File: src/rtl/io_input_reg_if.sv
// CPU-side read bus of the memory-mapped input port block: address, read strobe,
// read data and the change interrupt.
interface io_input_reg_if;
  logic [31:0] addr;
  logic        read_io_enable;
  logic [31:0] dataout;
  logic        io_irq;

  modport master (
    output addr,
    output read_io_enable,
    input  dataout,
    input  io_irq
  );

  modport slave (
    input  addr,
    input  read_io_enable,
    output dataout,
    output io_irq
  );
endinterface

File: src/rtl/io_input_reg.sv
// Four synchronised, debounced 32-bit input ports readable through the CPU I/O window,
// with clear-on-read sticky change flags whose OR raises io_irq.
module io_input_reg #(
  parameter int DB_CYCLES = 4
) (
  input  logic           io_clk,
  input  logic           clrn,
  io_input_reg_if.slave  bus,
  input  logic [31:0]    in_port0,
  input  logic [31:0]    in_port1,
  input  logic [31:0]    in_port2,
  input  logic [31:0]    in_port3
);

  localparam logic [15:0] DB_CNT      = 16'(DB_CYCLES);
  localparam logic [5:0]  ADDR_PORT0  = 6'b110000;
  localparam logic [5:0]  ADDR_PORT1  = 6'b110001;
  localparam logic [5:0]  ADDR_PORT2  = 6'b110010;
  localparam logic [5:0]  ADDR_PORT3  = 6'b110011;
  localparam logic [5:0]  ADDR_STATUS = 6'b110100;

  logic [31:0] pin    [4];
  logic [31:0] s1     [4];
  logic [31:0] s2     [4];
  logic [31:0] cand   [4];
  logic [31:0] stable [4];
  logic [15:0] cnt    [4];
  logic [3:0]  chg;
  logic [3:0]  chg_set;
  logic [31:0] rd_data;
  logic        status_rd;
  logic        unused_addr_bits;

  assign pin[0] = in_port0;
  assign pin[1] = in_port1;
  assign pin[2] = in_port2;
  assign pin[3] = in_port3;

  // Only addr[7:2] selects a register; the rest is ignored by design.
  assign unused_addr_bits = ^{bus.addr[31:8], bus.addr[1:0]};

  // A port commits when its synchronised value has matched a non-stable candidate
  // for the full debounce window.
  always_comb begin
    chg_set = '0;
    for (int i = 0; i < 4; i++) begin
      chg_set[i] = (s2[i] != stable[i]) && (s2[i] == cand[i]) && (cnt[i] == DB_CNT);
    end
  end

  // NOTE: the register arrays are small flop banks, not RAM, so they take the async reset
  // like any other state; this is also what lets a reset abandon a pending candidate.
  always_ff @(posedge io_clk or negedge clrn) begin
    if (!clrn) begin
      for (int i = 0; i < 4; i++) begin
        s1[i]     <= '0;
        s2[i]     <= '0;
        cand[i]   <= '0;
        stable[i] <= '0;
        cnt[i]    <= '0;
      end
    end else begin
      // NOTE: non-blocking assignments so every flop samples pre-edge values; s2 must see
      // the old s1, and the debounce must see the old s2, within the same edge.
      for (int i = 0; i < 4; i++) begin
        s1[i] <= pin[i];
        s2[i] <= s1[i];
        if (s2[i] == stable[i]) begin
          cnt[i]  <= '0;
          cand[i] <= stable[i];
        end else if (s2[i] != cand[i]) begin
          cand[i] <= s2[i];
          cnt[i]  <= 16'd1;
        end else if (chg_set[i]) begin
          stable[i] <= cand[i];
          cnt[i]    <= '0;
        end else begin
          cnt[i] <= cnt[i] + 16'd1;
        end
      end
    end
  end

  assign status_rd = bus.read_io_enable && (bus.addr[7:2] == ADDR_STATUS);

  // Flags cleared by a status read are exactly those the CPU saw; a commit on the
  // same edge still wins so no event is lost.
  always_ff @(posedge io_clk or negedge clrn) begin
    if (!clrn) begin
      chg <= '0;
    end else if (status_rd) begin
      chg <= (chg & ~rd_data[3:0]) | chg_set;
    end else begin
      chg <= chg | chg_set;
    end
  end

  // NOTE: rd_data gets its default before the case so no path leaves it unassigned,
  // which would otherwise infer a latch.
  always_comb begin
    rd_data = '0;
    unique case (bus.addr[7:2])
      ADDR_PORT0:  rd_data = stable[0];
      ADDR_PORT1:  rd_data = stable[1];
      ADDR_PORT2:  rd_data = stable[2];
      ADDR_PORT3:  rd_data = stable[3];
      ADDR_STATUS: rd_data = {28'b0, chg};
      default:     rd_data = '0;
    endcase
  end

  assign bus.dataout = rd_data;
  assign bus.io_irq  = |chg;

endmodule

File: src/flat_wrapper.sv
// flat-port wrapper written by rule: the top's interface ports become plain ports
module io_input_reg_flat 
#(
  parameter int DB_CYCLES = 4
)
  (io_clk, clrn, in_port0, in_port1, in_port2, in_port3, bus_addr, bus_read_io_enable, bus_dataout, bus_io_irq);
  io_input_reg_if bus_i ();
  input  logic io_clk;
  input  logic clrn;
  input  logic [31:0] in_port0;
  input  logic [31:0] in_port1;
  input  logic [31:0] in_port2;
  input  logic [31:0] in_port3;
  input wire logic [$bits(bus_i.addr)-1:0] bus_addr;
  input wire logic [$bits(bus_i.read_io_enable)-1:0] bus_read_io_enable;
  output wire logic [$bits(bus_i.dataout)-1:0] bus_dataout;
  output wire logic [$bits(bus_i.io_irq)-1:0] bus_io_irq;
  assign bus_i.addr = bus_addr;
  assign bus_i.read_io_enable = bus_read_io_enable;
  assign bus_dataout = bus_i.dataout;
  assign bus_io_irq = bus_i.io_irq;
  io_input_reg #(.DB_CYCLES(DB_CYCLES)) u_core (.io_clk(io_clk), .clrn(clrn), .bus(bus_i), .in_port0(in_port0), .in_port1(in_port1), .in_port2(in_port2), .in_port3(in_port3));
endmodule
File: config.mk
export PLATFORM = sky130hd
export DESIGN_NAME = io_input_reg_flat
export DESIGN_NICKNAME = d
export VERILOG_FILES = /design/src/rtl/io_input_reg_if.sv /design/src/rtl/io_input_reg.sv /design/src/flat_wrapper.sv
export SDC_FILE = /design/constraint.sdc
export NUM_CORES = 1
export LEC_CHECK = 0
export ABC_CLOCK_PERIOD_IN_PS = 2100
export BUFFER_PORTS_ARGS = -buffer_cell sky130_fd_sc_hd__buf_2
export CORE_ASPECT_RATIO = 0.7
export CORE_UTILIZATION = 40
export CTS_CLUSTER_SIZE = 20
export DETAILED_ROUTE_END_ITERATION = 10
export GPL_ROUTABILITY_DRIVEN = 0
export PLACE_DENSITY = 0.56
export SETUP_SLACK_MARGIN = 0.5
export SYNTH_ARGS = -nofsm -noshare
export SYNTH_HDL_FRONTEND = slang
export SYNTH_SLANG_ARGS = --single-unit
File: constraint.sdc
create_clock -name io_clk -period 2.1 [get_ports io_clk]
set_input_delay 0.42 -clock io_clk [delete_from_list [all_inputs] [get_ports io_clk]]
set_output_delay 0.42 -clock io_clk [all_outputs]
set_load 0.05 [all_outputs]
==> impl_metrics.env <==
export IMPL_wl_per_cell_um=18.3
export IMPL_hp_start="bus_read_io_enable"
export IMPL_cpPeakStageDelay_ps=490
export IMPL_period_needed_ps=2390
export IMPL_seq_area_um2=14500
export IMPL_finalHoldViolations=0
export IMPL_crit_required_ps=1680
export IMPL_first_pass_iters=4
export IMPL_grt_overflow=0
export IMPL_synthAdderAreaFrac=0.00451
export IMPL_routed_wl_um=55600
export IMPL_cts_buffer_depth=3
export IMPL_fmax_mhz=419
export IMPL_synth_seq_area_share=0.654
export IMPL_yosys_most_used_dff="dfrtp_1"
export IMPL_synth_top_family_by_area="XOR/XNOR gates"
export IMPL_end_kind="output port"
export IMPL_p_sw_w=0.00539
export IMPL_critPathSlowestCell="mux4_2"
export IMPL_htreeDepth=2
export IMPL_grt_pass1_wl_um=86400
export IMPL_avgSynthCellArea_um2=14.3
export IMPL_place_hpwl_um=37300
export IMPL_synth_compound_area_frac=0.00609
export IMPL_final_common_cell="dfrtp_1"
export IMPL_cts_buffers=57
export IMPL_final_cell_mix="dfrtp_1 (580), buf_4 (374), xor2_1 (157), xnor2_1 (138), buf_2 (135)"
export IMPL_period_share=1.14
export IMPL_root_buffer="clkbuf_16"
export IMPL_cp_top_family="multiplexers"
export IMPL_via_count=14135
export IMPL_antenna_found_initial=3
export IMPL_maxCapViolCount=0
export IMPL_ys_types=42
export IMPL_total_power_w=0.0245
export IMPL_cts_tree="built"
export IMPL_cp_max_fo=2
export IMPL_whs_endpoint="u_core.chg[0]$_DFF_PN0_"
export IMPL_yosysWarnings=0
export IMPL_via_per_inst=4.64
export IMPL_hold_class="in -> reg"
export IMPL_arrival_ps=1970
export IMPL_setup_slack_ps=-287
export IMPL_multi_input_area_um2=8240
export IMPL_place_ws_ps=-469
export IMPL_slew_violations=0
export IMPL_fillers=4130
export IMPL_vdd_drop_max_mv=0.589
export IMPL_start_kind="flop"
export IMPL_cts_sinks=580
export IMPL_ios=196
export IMPL_r2r_end="u_core.stable[95]$_DFFE_PN0P_"
export IMPL_clock_skew_ps=14.0
export IMPL_outcome="finished with violations"
export IMPL_path_clk_slew_ps=60
export IMPL_async_reset_ff_frac=1.00
export IMPL_synthMuxAreaShare=0.0951
export IMPL_synth_nets=1728
export IMPL_synth_xor_xnor_area_share=0.122
export IMPL_finalNonFillerCells=3046
export IMPL_syn_to_final_growth_pct=48.6
export IMPL_die_x_um=284
export IMPL_dp_cells=2669
export IMPL_rsz0062_at_grt="yes"
export IMPL_path_cells="buf_6 > mux4_2 > nor2b_4 > buf_8"
export IMPL_rows=71
export IMPL_n_antenna_cell=0
export IMPL_switching_share=0.219
export IMPL_grt_pass1_vias=15114
export IMPL_drive_above_1_share=0.480
export IMPL_cp_num_buf_inv=2
export IMPL_syn_area_um2=22200
export IMPL_rrSetupSlack_ps=-270
export IMPL_seq_power_share=0.482
export IMPL_r2r_cells=9
export IMPL_nets=2439
export IMPL_p_comb_frac=0.058
export IMPL_initial_core_util=0.409
export IMPL_path_depth=4
export IMPL_die_y_um=199
export IMPL_ys_seq_elements=580
export IMPL_r2r_start="u_core.s2[91]$_DFF_PN0_"
export IMPL_synth_edf_count=0
export IMPL_io_buffers=169
export IMPL_grt_start_max_net_pins=63
export IMPL_drt_initial_drc_count=711
export IMPL_tightest_slew_ps=623
export IMPL_pwr_density_cell_nw_per_um2=744
export IMPL_core_um2=54300
export IMPL_leakage_nw=15.2
export IMPL_die_area_um2=56500
export IMPL_drc=0
export IMPL_setup_violations=224
export IMPL_intPower_w=0.0192
export IMPL_violations="setup timing"
export IMPL_syn_inst=1557
export IMPL_clkPwrFrac=0.461
export IMPL_grtUsageTotal=0.201
export IMPL_post_route_util=0.608
export IMPL_yosys_area_share_simple=0.0816
export IMPL_hold_depth=3
export IMPL_clk_latency_ps=610
export IMPL_drt_antenna_violating_nets=0
export IMPL_slew_limit_headroom=0.581
export IMPL_path_class="reg -> out"
-- sequential cells by signal, indices dropped and copies added, names as in the netlist --
signal,count
u_core.cand,128
u_core.chg,4
u_core.cnt,64
u_core.s1,128
u_core.s2,128
u_core.stable,128
-- power by group through the flow --
stage	clock network (W)	logic (W)	registers (W)
2_1_floorplan	0	0.000460	0.0120
3_3_place_gp	0	0.00116	0.0120
3_5_place_dp	0	0.00118	0.0120
4_1_cts	0.0116	0.00141	0.0118
5_1_grt	0.0121	0.00155	0.0119
6_report	0.0113	0.00141	0.0118
-- synthesized netlist by cell type (all sizes together) (5+ instances only) --
master	n	area, um2
a21oi	6	30.0
and3	7	43.8
buf	32	277
clkbuf	125	469
dfrtp	580	14500
ha	8	100
inv	12	45.0
mux2	128	1440
mux4	28	631
nand2	28	105
nand3	22	110
nand4	57	357
nor2	82	443
nor2b	28	175
nor3	11	100
nor4	48	300
nor4b	5	43.8
xnor2	145	1270
xor2	165	1450
-- worst register-to-register path: stages (launching register included) --
cell and delay (ps):
dfrtp_1 420, xnor2_2 190, nand4_1 210, nor4_4 420
nand2_4 100, nor3_4 170, buf_6 180, buf_6 120
buf_16 110, mux2_2 320
-- repair_timing --
action / 4_1_cts / 5_1_grt
hold buffers: 129 / 0
pin swaps: 23 / 34
endpoints found under the setup margin: 229 / 229
gates resized for setup: 287 / 83
gates cloned: 9 / 3
setup buffers: 94 / 35
hold endpoints to repair: 148 / 0
-- kinds of logic (layout without fill, tap and decap cells) --
kind of cell,Yosys count,after routing
AO/OA/AOI/OAI,22,22
AND/OR/NAND/NOR,305,305
flip-flops,580,580
buffers and inverters,172,931
multiplexers,160,160
XOR/XNOR,310,310
adder cells (fa/ha/maj),8,8
-- worst max path at each step --
| stage | end | startpoint |
|---|---|---|
| 2_1_floorplan | u_core.stable[10]$_DFFE_PN0P_ | u_core.s2[3]$_DFF_PN0_ |
| 3_3_place_gp | u_core.stable[59]$_DFFE_PN0P_ | u_core.s2[57]$_DFF_PN0_ |
| 3_5_place_dp | u_core.stable[58]$_DFFE_PN0P_ | u_core.s2[33]$_DFF_PN0_ |
| 4_1_cts | bus_dataout[8] | u_core.stable[104]$_DFFE_PN0P_ |
| 5_1_grt | u_core.stable[95]$_DFFE_PN0P_ | u_core.cand[78]$_DFFE_PN0N_ |
| 6_report | bus_dataout[7] | u_core.stable[103]$_DFFE_PN0P_ |
-- routing by layer --
| metal | vias to the layer above | share of wire | GRT usage | wire length, um |
|---|---|---|---|---|
| li1 | 6576 | - | - | - |
| met1 | 7226 | 0.48 | 0.297 | 26900 |
| met2 | 258 | 0.44 | 0.296 | 24600 |
| met3 | 75 | 0.052 | 0.0461 | 2880 |
| met4 | 0 | 0.021 | 0.0545 | 1160 |
| met5 | - | 0 | 0 | 0 |
-- stage by stage --
stage / area (um2) / hold WS, ps / TNS [ps]
2_1_floorplan: 22900 / 124 / 0
4_1_cts: 32300 / 169 / -39250
3_5_place_dp: 26800 / 335 / -51790
6_report: 33000 / 202 / -40260
5_1_grt: 33000 / 205 / -59120
3_3_place_gp: 26800 / 334 / -46970
-- area by class of cell --
class | instances | area share
multi-input cells | 805 | 0.250
repair buffers | 812 | 0.217
inverters | 12 | 0.00137
well taps | 730 | 0.0277
clock buffers | 71 | 0.0488
flip-flops and latches | 580 | 0.440
clock inverters | 36 | 0.0151
Note: power is estimated with default switching activity, not from simulation.
